## src/rtl/nonce_report_tx_if.sv

```systemverilog
// Handshake bundle between the hasher control unit, nonce_report_tx and mipi_tx.
// The slave modport is the transmitter's view; master is the surrounding logic.
interface nonce_report_tx_if;
   logic        nonce_valid;
   logic [31:0] nonce_in;
   logic        tx_busy;
   logic        send_data;
   logic [31:0] tx_data;
   logic        fifo_full;
   logic [7:0]  drop_count;
   logic [15:0] frames_sent;

   modport slave (
      input  nonce_valid, nonce_in, tx_busy,
      output send_data, tx_data, fifo_full, drop_count, frames_sent
   );

   modport master (
      output nonce_valid, nonce_in, tx_busy,
      input  send_data, tx_data, fifo_full, drop_count, frames_sent
   );
endinterface

```

## src/rtl/nonce_report_tx.sv

```systemverilog
// Queues golden nonces and frames each as NONC / nonce / {seq,csum} words for mipi_tx,
// emitting a "yako" keepalive word after a programmable idle period.
module nonce_report_tx #(
   parameter int unsigned FIFO_AW          = 2,
   parameter int unsigned KEEPALIVE_CYCLES = 16777216,
   parameter int unsigned ACCEPT_TIMEOUT   = 16
) (
   input  logic             hash_clk,
   input  logic             reset,
   nonce_report_tx_if.slave bus
);

   localparam int unsigned       DEPTH   = 1 << FIFO_AW;
   localparam logic [FIFO_AW:0]  DEPTH_C = DEPTH[FIFO_AW:0];
   localparam logic [31:0]       W_NONC  = 32'h4E4F4E43;
   localparam logic [31:0]       W_KA    = 32'h79616B6F;
   localparam logic [31:0]       KA_LAST = KEEPALIVE_CYCLES - 1;
   localparam logic [31:0]       ACC_LAST = (ACCEPT_TIMEOUT == 0) ? 32'd0 : ACCEPT_TIMEOUT - 1;

   typedef enum logic [1:0] {
      S_IDLE,
      S_SEND,
      S_WAIT_ACC,
      S_WAIT_DONE
   } state_t;

   state_t             state_q, state_d;
   logic [31:0]        mem_q [0:DEPTH-1];
   logic [FIFO_AW-1:0] wr_ptr_q, wr_ptr_d;
   logic [FIFO_AW-1:0] rd_ptr_q, rd_ptr_d;
   logic [FIFO_AW:0]   count_q, count_d;
   logic               full_q, full_d;
   logic [7:0]         drop_q, drop_d;
   logic [15:0]        frames_q, frames_d;
   logic [15:0]        seq_q, seq_d;
   logic [31:0]        nonce_q, nonce_d;
   logic [1:0]         idx_q, idx_d;
   logic               ka_q, ka_d;
   logic [31:0]        ka_cnt_q, ka_cnt_d;
   logic [31:0]        acc_cnt_q, acc_cnt_d;
   logic               send_q, send_d;
   logic [31:0]        txd_q, txd_d;
   logic               push, pop;
   logic [15:0]        csum;

   always_comb begin
      state_d   = state_q;
      nonce_d   = nonce_q;
      idx_d     = idx_q;
      ka_d      = ka_q;
      ka_cnt_d  = '0;
      acc_cnt_d = acc_cnt_q;
      seq_d     = seq_q;
      frames_d  = frames_q;
      send_d    = 1'b0;
      txd_d     = txd_q;
      pop       = 1'b0;
      csum      = nonce_q[31:16] + nonce_q[15:0] + seq_q;

      case (state_q)
         S_IDLE: begin
            // A pending nonce takes priority over a keepalive due in the same cycle.
            if (count_q != '0) begin
               pop     = 1'b1;
               nonce_d = mem_q[rd_ptr_q];
               idx_d   = 2'd0;
               ka_d    = 1'b0;
               state_d = S_SEND;
            end else if (KEEPALIVE_CYCLES != 0 && ka_cnt_q == KA_LAST) begin
               ka_d    = 1'b1;
               state_d = S_SEND;
            end else begin
               ka_cnt_d = ka_cnt_q + 32'd1;
            end
         end
         S_SEND: begin
            if (!bus.tx_busy) begin
               send_d    = 1'b1;
               acc_cnt_d = '0;
               state_d   = S_WAIT_ACC;
               if (ka_q)              txd_d = W_KA;
               else if (idx_q == 2'd0) txd_d = W_NONC;
               else if (idx_q == 2'd1) txd_d = nonce_q;
               else                    txd_d = {seq_q, csum};
            end
         end
         S_WAIT_ACC: begin
            if (bus.tx_busy || acc_cnt_q == ACC_LAST) state_d = S_WAIT_DONE;
            else                                     acc_cnt_d = acc_cnt_q + 32'd1;
         end
         S_WAIT_DONE: begin
            if (!bus.tx_busy) begin
               if (ka_q) begin
                  ka_d    = 1'b0;
                  state_d = S_IDLE;
               end else if (idx_q != 2'd2) begin
                  idx_d   = idx_q + 2'd1;
                  state_d = S_SEND;
               end else begin
                  seq_d    = seq_q + 16'd1;
                  frames_d = frames_q + 16'd1;
                  state_d  = S_IDLE;
               end
            end
         end
         default: state_d = S_IDLE;
      endcase

      // A push into a full FIFO is still accepted when the FSM pops in the same cycle.
      push     = bus.nonce_valid && (count_q != DEPTH_C || pop);
      wr_ptr_d = push ? wr_ptr_q + FIFO_AW'(1) : wr_ptr_q;
      rd_ptr_d = pop  ? rd_ptr_q + FIFO_AW'(1) : rd_ptr_q;
      case ({push, pop})
         2'b10:   count_d = count_q + (FIFO_AW+1)'(1);
         2'b01:   count_d = count_q - (FIFO_AW+1)'(1);
         default: count_d = count_q;
      endcase
      full_d = (count_d == DEPTH_C);
      drop_d = drop_q;
      if (bus.nonce_valid && !push && drop_q != 8'hFF) drop_d = drop_q + 8'd1;
   end

   always_ff @(posedge hash_clk) begin
      if (reset) begin
         state_q   <= S_IDLE;
         wr_ptr_q  <= '0;
         rd_ptr_q  <= '0;
         count_q   <= '0;
         full_q    <= 1'b0;
         drop_q    <= '0;
         frames_q  <= '0;
         seq_q     <= '0;
         nonce_q   <= '0;
         idx_q     <= '0;
         ka_q      <= 1'b0;
         ka_cnt_q  <= '0;
         acc_cnt_q <= '0;
         send_q    <= 1'b0;
         txd_q     <= '0;
      end else begin
         state_q   <= state_d;
         wr_ptr_q  <= wr_ptr_d;
         rd_ptr_q  <= rd_ptr_d;
         count_q   <= count_d;
         full_q    <= full_d;
         drop_q    <= drop_d;
         frames_q  <= frames_d;
         seq_q     <= seq_d;
         nonce_q   <= nonce_d;
         idx_q     <= idx_d;
         ka_q      <= ka_d;
         ka_cnt_q  <= ka_cnt_d;
         acc_cnt_q <= acc_cnt_d;
         send_q    <= send_d;
         txd_q     <= txd_d;
      end
   end

   always_ff @(posedge hash_clk) begin
      if (push) mem_q[wr_ptr_q] <= bus.nonce_in;
   end

   assign bus.send_data   = send_q;
   assign bus.tx_data     = txd_q;
   assign bus.fifo_full   = full_q;
   assign bus.drop_count  = drop_q;
   assign bus.frames_sent = frames_q;

endmodule

```

## src/flat_wrapper.sv

```systemverilog
// flat-port wrapper written by rule: the top's interface ports become plain ports
module nonce_report_tx_flat 
#(
   parameter int unsigned FIFO_AW          = 2,
   parameter int unsigned KEEPALIVE_CYCLES = 16777216,
   parameter int unsigned ACCEPT_TIMEOUT   = 16
)
  (hash_clk, reset, bus_nonce_valid, bus_nonce_in, bus_tx_busy, bus_send_data, bus_tx_data, bus_fifo_full, bus_drop_count, bus_frames_sent);
  nonce_report_tx_if bus_i ();
  input  logic hash_clk;
  input  logic reset;
  input wire logic [$bits(bus_i.nonce_valid)-1:0] bus_nonce_valid;
  input wire logic [$bits(bus_i.nonce_in)-1:0] bus_nonce_in;
  input wire logic [$bits(bus_i.tx_busy)-1:0] bus_tx_busy;
  output wire logic [$bits(bus_i.send_data)-1:0] bus_send_data;
  output wire logic [$bits(bus_i.tx_data)-1:0] bus_tx_data;
  output wire logic [$bits(bus_i.fifo_full)-1:0] bus_fifo_full;
  output wire logic [$bits(bus_i.drop_count)-1:0] bus_drop_count;
  output wire logic [$bits(bus_i.frames_sent)-1:0] bus_frames_sent;
  assign bus_i.nonce_valid = bus_nonce_valid;
  assign bus_i.nonce_in = bus_nonce_in;
  assign bus_i.tx_busy = bus_tx_busy;
  assign bus_send_data = bus_i.send_data;
  assign bus_tx_data = bus_i.tx_data;
  assign bus_fifo_full = bus_i.fifo_full;
  assign bus_drop_count = bus_i.drop_count;
  assign bus_frames_sent = bus_i.frames_sent;
  nonce_report_tx #(.FIFO_AW(FIFO_AW), .KEEPALIVE_CYCLES(KEEPALIVE_CYCLES), .ACCEPT_TIMEOUT(ACCEPT_TIMEOUT)) u_core (.hash_clk(hash_clk), .reset(reset), .bus(bus_i));
endmodule
```

## config.mk

```make
export PLATFORM = sky130hd
export DESIGN_NAME = nonce_report_tx_flat
export DESIGN_NICKNAME = d
export VERILOG_FILES = /design/src/rtl/nonce_report_tx_if.sv /design/src/rtl/nonce_report_tx.sv /design/src/flat_wrapper.sv
export SDC_FILE = /design/constraint.sdc
export NUM_CORES = 1
export LEC_CHECK = 0
export CAP_MARGIN = 20
export CORE_MARGIN = 5
export CORE_UTILIZATION = 57
export CTS_CLUSTER_DIAMETER = 30
export CTS_CLUSTER_SIZE = 20
export DETAILED_ROUTE_END_ITERATION = 8
export DONT_BUFFER_PORTS = 1
export GPL_ROUTABILITY_DRIVEN = 0
export GPL_TIMING_DRIVEN = 0
export HOLD_SLACK_MARGIN = 0.05
export PLACE_DENSITY = 0.72
export SETUP_SLACK_MARGIN = 0.05
export SLEW_MARGIN = 5
export SYNTH_ARGS = -nofsm -noshare
export SYNTH_HDL_FRONTEND = slang
export SYNTH_SLANG_ARGS = --single-unit
```

## constraint.sdc

```tcl
create_clock -name hash_clk -period 3.8 [get_ports hash_clk]
set_input_delay 0.38 -clock hash_clk [delete_from_list [all_inputs] [get_ports hash_clk]]
set_output_delay 0.38 -clock hash_clk [all_outputs]
set_load 0.01 [all_outputs]
```

==> results.sh <==
export IMPL_setup_violations_final=0
export IMPL_detailed_place_hpwl_um=21670
export IMPL_postPlaceCellArea_mm2=0.01405
export IMPL_fin_crit_ps=3400
export IMPL_critPathRequiredTime_ps=4200
export IMPL_synth_fp_nets=1301
export IMPL_family_with_the_most_delay_on_the_worst_path="buffers and inverters"
export IMPL_hp_class="in2reg"
export IMPL_rr_endpoint="u_core.bus.fifo_full"
export IMPL_hold_path_cell_count=3
export IMPL_critPathMaxStageDelay_ps=480
export IMPL_n_antenna_cell=0
export IMPL_synth_area_leader_cell="sky130_fd_sc_hd__edfxtp_1"
export IMPL_cts_htree_levels=2
export IMPL_grt_antenna_before_repair=0
export IMPL_vias_per_cell=5.677
export IMPL_grt_first_pass_wirelength_um=51840
export IMPL_overall_via_count_from_detail_route=9560
export IMPL_maxCapViolations=0
export IMPL_syn_mean_instance_area_um2=11.16
export IMPL_yosys_top_cells_area="sky130_fd_sc_hd__edfxtp_1 28%, sky130_fd_sc_hd__dfxtp_1 27%, sky130_fd_sc_hd__mux4_2 5.3%"
export IMPL_groute_layer_met3_usage_pct=5.571
export IMPL_powerDensity_mw_per_mm2=726.5
export IMPL_worst_hold_startpoint="reset"
export IMPL_detailed_route_wl_um=32670
export IMPL_post_route_cells_drive_above_1_share_pct=13.33
export IMPL_core_region_area_mm2=0.02347
export IMPL_final_critical_path_share_of_the_clock_period_pct=89.47
export IMPL_synth_sequential_area_ratio_pct=55.17
export IMPL_synthesis_area_mm2=0.01357
export IMPL_postCtsResizedCells=0
export IMPL_largest_net_degree_at_the_start_of_global_routing=33
export IMPL_grt_overflow=0
export IMPL_arrival_ps=3800
export IMPL_rsz0062_at_grt="false"
export IMPL_status="finished, final reports clean"
export IMPL_tritoncts_num_buffers=60
export IMPL_clk_root_buffer_cell="sky130_fd_sc_hd__clkbuf_16"
export IMPL_floorplan_rows=56
export IMPL_top_usage_layer="met2"
export IMPL_i_o_pin_cnt=94
export IMPL_regToRegStartpoint="u_core.count_q[0]"
export IMPL_die_w_um=164.3
export IMPL_synth_main_ff_cell="sky130_fd_sc_hd__dfxtp_1"
export IMPL_p_int_uw=8307
export IMPL_yosys_area_top_type_share_pct=28.32
export IMPL_timing_reg2reg_setup_slack_ps=400
export IMPL_cts_sinks=310
export IMPL_report_final_hold_viol_count=0
export IMPL_numnets_final=1399
export IMPL_postLayoutCoreUtil_pct=70.28
export IMPL_wl_per_cell_um=19.40
export IMPL_tightestPinTransition_ps=926.6
export IMPL_slew_viol_final=0
export IMPL_power_share_combinational_pct=19.9
export IMPL_post_route_drc_count=0
export IMPL_floorplan_initialDensity_pct=57.81
export IMPL_whs_ps=89.41
export IMPL_dr_first_iter_drc_count=799
export IMPL_timing_critical_path_buf_inv=4
export IMPL_ir_drop_v=0.0004989
export IMPL_crit_type="reg2reg"
export IMPL_pwr_share_seq_pct=35.0
export IMPL_fmax_ghz=0.2941
export IMPL_fin_worst_skew_ps=33.55
export IMPL_crit_end_category="register"
export IMPL_critPathMaxFanout=10
export IMPL_cts_tree="built"
export IMPL_p_sw_share_pct=30.69
export IMPL_post_route_cell_area_mm2=0.01650
export IMPL_clock_path_buffers=3
export IMPL_synth_cell_types=66
export IMPL_asyncSetResetFlopFracSynth_pct=0
export IMPL_timing_critical_path_from="u_core.count_q[0]"
export IMPL_path_cells="nor3_1 -> nand2b_1 -> clkbuf_1 -> clkinv_1 -> clkbuf_1 -> ha_1 -> inv_1 -> fa_1 -> nor2b_1 -> a22oi_1 -> nor3_1"
export IMPL_synth_cells=1216
export IMPL_area_growth_pct=21.56
export IMPL_critPathLaunchType="register"
export IMPL_grt_met1_usage_pct=30.72
export IMPL_p_clk_share_pct=45.1
export IMPL_number_of_enable_type_register_cells_in_the_synthesized_netlist=128
export IMPL_final_setup_tns_ps=0
export IMPL_ys_warnings_count=0
export IMPL_dr_pass1_iterations=6
export IMPL_clk_latency_worst_skew_pair_ps=580
export IMPL_remaining_max_slew_budget_at_the_tightest_pin_pct=37.86
export IMPL_die_h_um=164.3
export IMPL_grt_util_all_layers_pct=24.51
export IMPL_power_net_switching_uw=3678
export IMPL_yosys_register_bits=310
export IMPL_clkTransAtPathRegs_ps=50
export IMPL_post_synth_top_count_cell="sky130_fd_sc_hd__dfxtp_1"
export IMPL_via_count_of_the_first_global_routing_pass=9731
export IMPL_ant_nets=0
export IMPL_min_to="u_core.bus.tx_data[14]"
export IMPL_io_buffer_count=0
export IMPL_die_area_mm2=0.02699
export IMPL_synth_top_cells_by_count="182 x sky130_fd_sc_hd__dfxtp_1, 160 x sky130_fd_sc_hd__nor2_1, 128 x sky130_fd_sc_hd__edfxtp_1, 127 x sky130_fd_sc_hd__nand2_1, 69 x sky130_fd_sc_hd__a21oi_1"
export IMPL_total_leakage_power_uw=0.005959
export IMPL_cp_slowest_cell="sky130_fd_sc_hd__nor3_1"
export IMPL_worstRegToRegCells=11
export IMPL_global_route_usage_met2_pct=42.38
export IMPL_report_power_total_uw=11990
## through the flow
stage / worst slack (ps) / instances
after global routing: 228.8 / 1684
after detailed placement: 521.0 / 1539
after CTS: 464.8 / 1684
final: 400.1 / 1684
after floorplan: 1175 / 1216
after global placement: 550.9 / 1535
## final cells by class
cell class / instances / area, µm²
multi-input combinational: 825 / 5767
inverter: 28 / 105.1
tap: 319 / 399.1
fill: 1675 / 6977
timing repair buffer: 36 / 400.4
clock buffer: 68 / 1635
clock inverter: 45 / 485.5
buffer: 53 / 216.5
sequential: 310 / 7487
## how the worst max path moves through the flow
stage	end	cells past startpoint
2_1_floorplan	u_core.bus.tx_data[11]	11
3_3_place_gp	u_core.bus.fifo_full	11
3_5_place_dp	u_core.bus.fifo_full	11
4_1_cts	u_core.bus.fifo_full	11
5_1_grt	u_core.bus.fifo_full	11
6_report	u_core.bus.fifo_full	11
## worst register-to-register path, stage by stage (launching register included)
cell and delay (ps):
sky130_fd_sc_hd__dfxtp_1 370, sky130_fd_sc_hd__nor3_1 480, sky130_fd_sc_hd__nand2b_1 190, sky130_fd_sc_hd__clkbuf_1 350, sky130_fd_sc_hd__clkinv_1 380, sky130_fd_sc_hd__clkbuf_1 360
sky130_fd_sc_hd__ha_1 300, sky130_fd_sc_hd__inv_1 70, sky130_fd_sc_hd__fa_1 390, sky130_fd_sc_hd__nor2b_1 150, sky130_fd_sc_hd__a22oi_1 140, sky130_fd_sc_hd__nor3_1 70
## cells by family (layout without fill, tap and decap cells)
family	after synthesis	in the layout	synth area share, %
adder cells (fa/ha/maj)	49	49	5.458
AO/OA/AOI/OAI	160	160	7.173
multiplexers	56	56	7.127
flip-flops	310	310	55.17
XOR/XNOR	103	103	6.648
buffers and inverters	81	230	2.369
AND/OR/NAND/NOR	457	457	16.05
## per-layer routing
| metal | wire [µm] | part of all wire (%) |
|---|---|---|
| met1 | 13170 | 40 |
| met2 | 16340 | 50 |
| met3 | 2329 | 7.1 |
| met4 | 824 | 2.5 |
| met5 | 0 | 0 |
## sequential cells by signal, summed over array words and instances, names as in the netlist
name and count:
u_core.rd_ptr_q 2, u_core.mem_q 128, u_core.idx_q 2, u_core.seq_q 16
u_core.count_q 3, u_core.state_q 2, u_core.ka_q 1, u_core.bus.frames_sent 16
u_core.acc_cnt_q 32, u_core.bus.fifo_full 1, u_core.bus.drop_count 8, u_core.wr_ptr_q 2
u_core.bus.tx_data 32, u_core.bus.send_data 1, u_core.ka_cnt_q 32, u_core.nonce_q 32
## layout by cell type, fill, tap and decap left out, types with 37 or more instances in the layout
master / n
sky130_fd_sc_hd__a21oi_1: 69
sky130_fd_sc_hd__clkbuf_1: 41
sky130_fd_sc_hd__clkbuf_16: 63
sky130_fd_sc_hd__dfxtp_1: 182
sky130_fd_sc_hd__edfxtp_1: 128
sky130_fd_sc_hd__nand2_1: 127
sky130_fd_sc_hd__nand3_1: 37
sky130_fd_sc_hd__nor2_1: 160
sky130_fd_sc_hd__xnor2_1: 37
sky130_fd_sc_hd__xor2_1: 66
## power groups by stage
stage	sequential, µW	combinational, µW	clock, µW
2_1_floorplan	4110	1770	0
3_3_place_gp	4250	2220	0
3_5_place_dp	4260	2300	0
4_1_cts	4200	2380	5450
5_1_grt	4230	2640	5660
6_report	4200	2390	5400
## timing repair
action	in CTS	in global routing
setup buffers	0	0
hold buffers	32	0
endpoints found under the setup margin	0	0
endpoints found under the hold margin	128	0
Power figures use the tool's default switching activity.
==> RTL change, RTL diff (same settings) <==
The 4 states of `state_t` get a one-hot encoding in 4 bits.
--- a/src/rtl/nonce_report_tx.sv
+++ b/src/rtl/nonce_report_tx.sv
@@ -17,11 +17,11 @@
    localparam logic [31:0]       KA_LAST = KEEPALIVE_CYCLES - 1;
    localparam logic [31:0]       ACC_LAST = (ACCEPT_TIMEOUT == 0) ? 32'd0 : ACCEPT_TIMEOUT - 1;
 
-   typedef enum logic [1:0] {
-      S_IDLE,
-      S_SEND,
-      S_WAIT_ACC,
-      S_WAIT_DONE
+   typedef enum logic [3:0] {
+      S_IDLE      = 4'b0001,
+      S_SEND      = 4'b0010,
+      S_WAIT_ACC  = 4'b0100,
+      S_WAIT_DONE = 4'b1000
    } state_t;
 
    state_t             state_q, state_d;
Formal check against the unedited RTL: no difference found for any inputs over 4 cycles, from zero or initial values and one cycle with reset high; so few cycles prove little.
==> RTL change against the unedited design <==
Area after synthesis is 0.84% higher. Critical path type unchanged. Largest cell class unchanged. Setup slack got worse by 0.089 ns. Final area grew 0.15%. Sequential cell count is 2 higher. Routed wire length rose by 0.35%. Clock power about the same. Via count rose by 4.0%. Power shrank 5.4%. Die area grew 0.79%. Combinational power decreased by 24%. Worst hold slack better by 0.032 ns.
==> RTL change: results (changes against the unedited design) <==
- The met1 usage in global routing came to 0.338 (was 0.307).
- The area fraction in compound gates after synthesis came to 0.0827 (was 0.0717).
- The share of final-layout standard cells stronger than drive strength 1 is 0.121 (was 0.133).
- The portion of the post-synthesis area used by sequential elements was 0.550 (was 0.552).
- The number of DRC markers in iteration 0 is 747 (was 799).
- The global-route usage over all layers came to 0.248 (was 0.245).
- Run status: finished clean (unchanged).
- The met3 track utilization from global routing is 0.0509 (was 0.0557).
- The met2 demand-to-capacity share in global routing is 0.397 (was 0.424).
- The maximum cell stage delay along the critical path came to 0.64 ns (was 0.48 ns).
- Main area contributors after synthesis: sky130_fd_sc_hd__edfxtp_1 28%, sky130_fd_sc_hd__dfxtp_1 27%, sky130_fd_sc_hd__mux4_2 5.3%, sky130_fd_sc_hd__nor2_1 4.2%, sky130_fd_sc_hd__nand2_1 3.4% (was sky130_fd_sc_hd__edfxtp_1 28%, sky130_fd_sc_hd__dfxtp_1 27%, sky130_fd_sc_hd__mux4_2 5.3%, sky130_fd_sc_hd__nor2_1 4.4%, sky130_fd_sc_hd__xor2_1 4.3%).
- The pin slew with the least headroom to its limit is 0.896 ns (was 0.927 ns).
- The clock buffer count from CTS came to 57 (was 60).
- The synthesized-area fraction occupied by xor and xnor cells is 0.0563 (was 0.0665).
- The leakage power came to 5.66 nW (was 5.96 nW).
- The net count of the finished layout was 1,421 (was 1,399).
- The largest clock skew in the final design is 0.0253 ns (was 0.0335 ns).
- The multiplexer fraction of the synthesized cell area is 0.0646 (was 0.0713).
- The origin of the critical flop-to-flop path is u_core.state_q[2] (was u_core.count_q[0]).
- The adder and majority gate portion of the synthesized area came to 0.0496 (was 0.0546).
- The first-pass GRT wire length is 53,000 µm (was 51,800 µm).
- The estimated wirelength of the detail-placed design is 21,500 µm (was 21,700 µm).
- The number of optimization iterations in the first detailed-route pass is 5 (was 6).
- The logic depth of the worst register-to-register path is 12 (was 11).
- The net count of the mapped netlist came to 1,329 (was 1,301).
- The standard cell with the maximum stage delay on the critical path is sky130_fd_sc_hd__or4b_1 (was sky130_fd_sc_hd__nor3_1).
- Most instantiated cells after synthesis: 184 x sky130_fd_sc_hd__dfxtp_1, 152 x sky130_fd_sc_hd__nor2_1, 128 x sky130_fd_sc_hd__edfxtp_1, 123 x sky130_fd_sc_hd__nand2_1, 80 x sky130_fd_sc_hd__a21oi_1 (was 182 x sky130_fd_sc_hd__dfxtp_1, 160 x sky130_fd_sc_hd__nor2_1, 128 x sky130_fd_sc_hd__edfxtp_1, 127 x sky130_fd_sc_hd__nand2_1, 69 x sky130_fd_sc_hd__a21oi_1).
- The highest ir drop seen on vdd is 0.497 mV (was 0.499 mV).
- The maximum fanout along the worst path is 10 (unchanged).
[RTL change: worst paths after layout]
check | endpoint | slack (ns)
setup / recovery | u_core.bus.fifo_full | 0.31
hold / removal | u_core.wr_ptr_q[1] | 0.12
setup reg to reg | u_core.bus.fifo_full | 0.31
hold reg to reg | u_core.ka_cnt_q[0] | 0.44
[RTL change: routing by layer]
| metal | routed length, µm | up-vias | share of wire |
|---|---|---|---|
| li1 | - | 4716 | - |
| met1 | 14300 | 4825 | 0.44 |
| met2 | 15100 | 323 | 0.46 |
| met4 | 1130 | 0 | 0.034 |
| met5 | 0 | - | 0 |
| met3 | 2250 | 82 | 0.069 |
[RTL change: power by group]
part | leakage, nW | switching [mW] | total (mW) | internal (mW)
Sequential | 2.66 | 0.310 | 4.10 | 3.79
Combinational | 2.01 | 1.08 | 1.82 | 0.745
Clock | 0.994 | 1.88 | 5.41 | 3.53
[RTL change: final cells by class]
cell class	instances	area, µm²
Buffer	59	246
Clock buffer	60	1460
Clock inverter	47	629
Fill cell	1678	7020
Inverter	33	124
Multi-Input combinational cell	845	5800
Sequential cell	312	7530
Tap cell	319	399
Timing Repair Buffer	33	340
[RTL change: cell families after synthesis]
kind of cell,count (synthesis)
mux,48
buf+inv,92
fa+ha+maj,44
flops,312
simple gates,479
compound gates,186
xor+xnor,88
[RTL change: through the flow]
stage                     setup slack, ns  cell area (µm²)  cells  total power [mW]  utilization
after detailed placement            0.315            14100   1569              5.89        0.599
after global routing                0.108            16500   1708              11.8        0.702
final                               0.311            16500   1708              11.3        0.702
after CTS                           0.306            16500   1708              11.4        0.702
after global placement              0.345            14100   1568              5.85        0.598
after floorplan                     0.823            13700   1249              5.38            -
[RTL change: worst register-to-register path, cell delays in order (launching register included)]
cell                      delay [ns]
sky130_fd_sc_hd__dfxtp_1        0.38
sky130_fd_sc_hd__or4b_1         0.64
sky130_fd_sc_hd__or2_2          0.34
sky130_fd_sc_hd__buf_2          0.17
sky130_fd_sc_hd__inv_2          0.18
sky130_fd_sc_hd__buf_1          0.33
sky130_fd_sc_hd__ha_1           0.26
sky130_fd_sc_hd__inv_1          0.06
sky130_fd_sc_hd__fa_1           0.37
sky130_fd_sc_hd__xor2_1         0.15
sky130_fd_sc_hd__nor2_1         0.12
sky130_fd_sc_hd__xnor2_1        0.10
sky130_fd_sc_hd__nor3_1         0.29
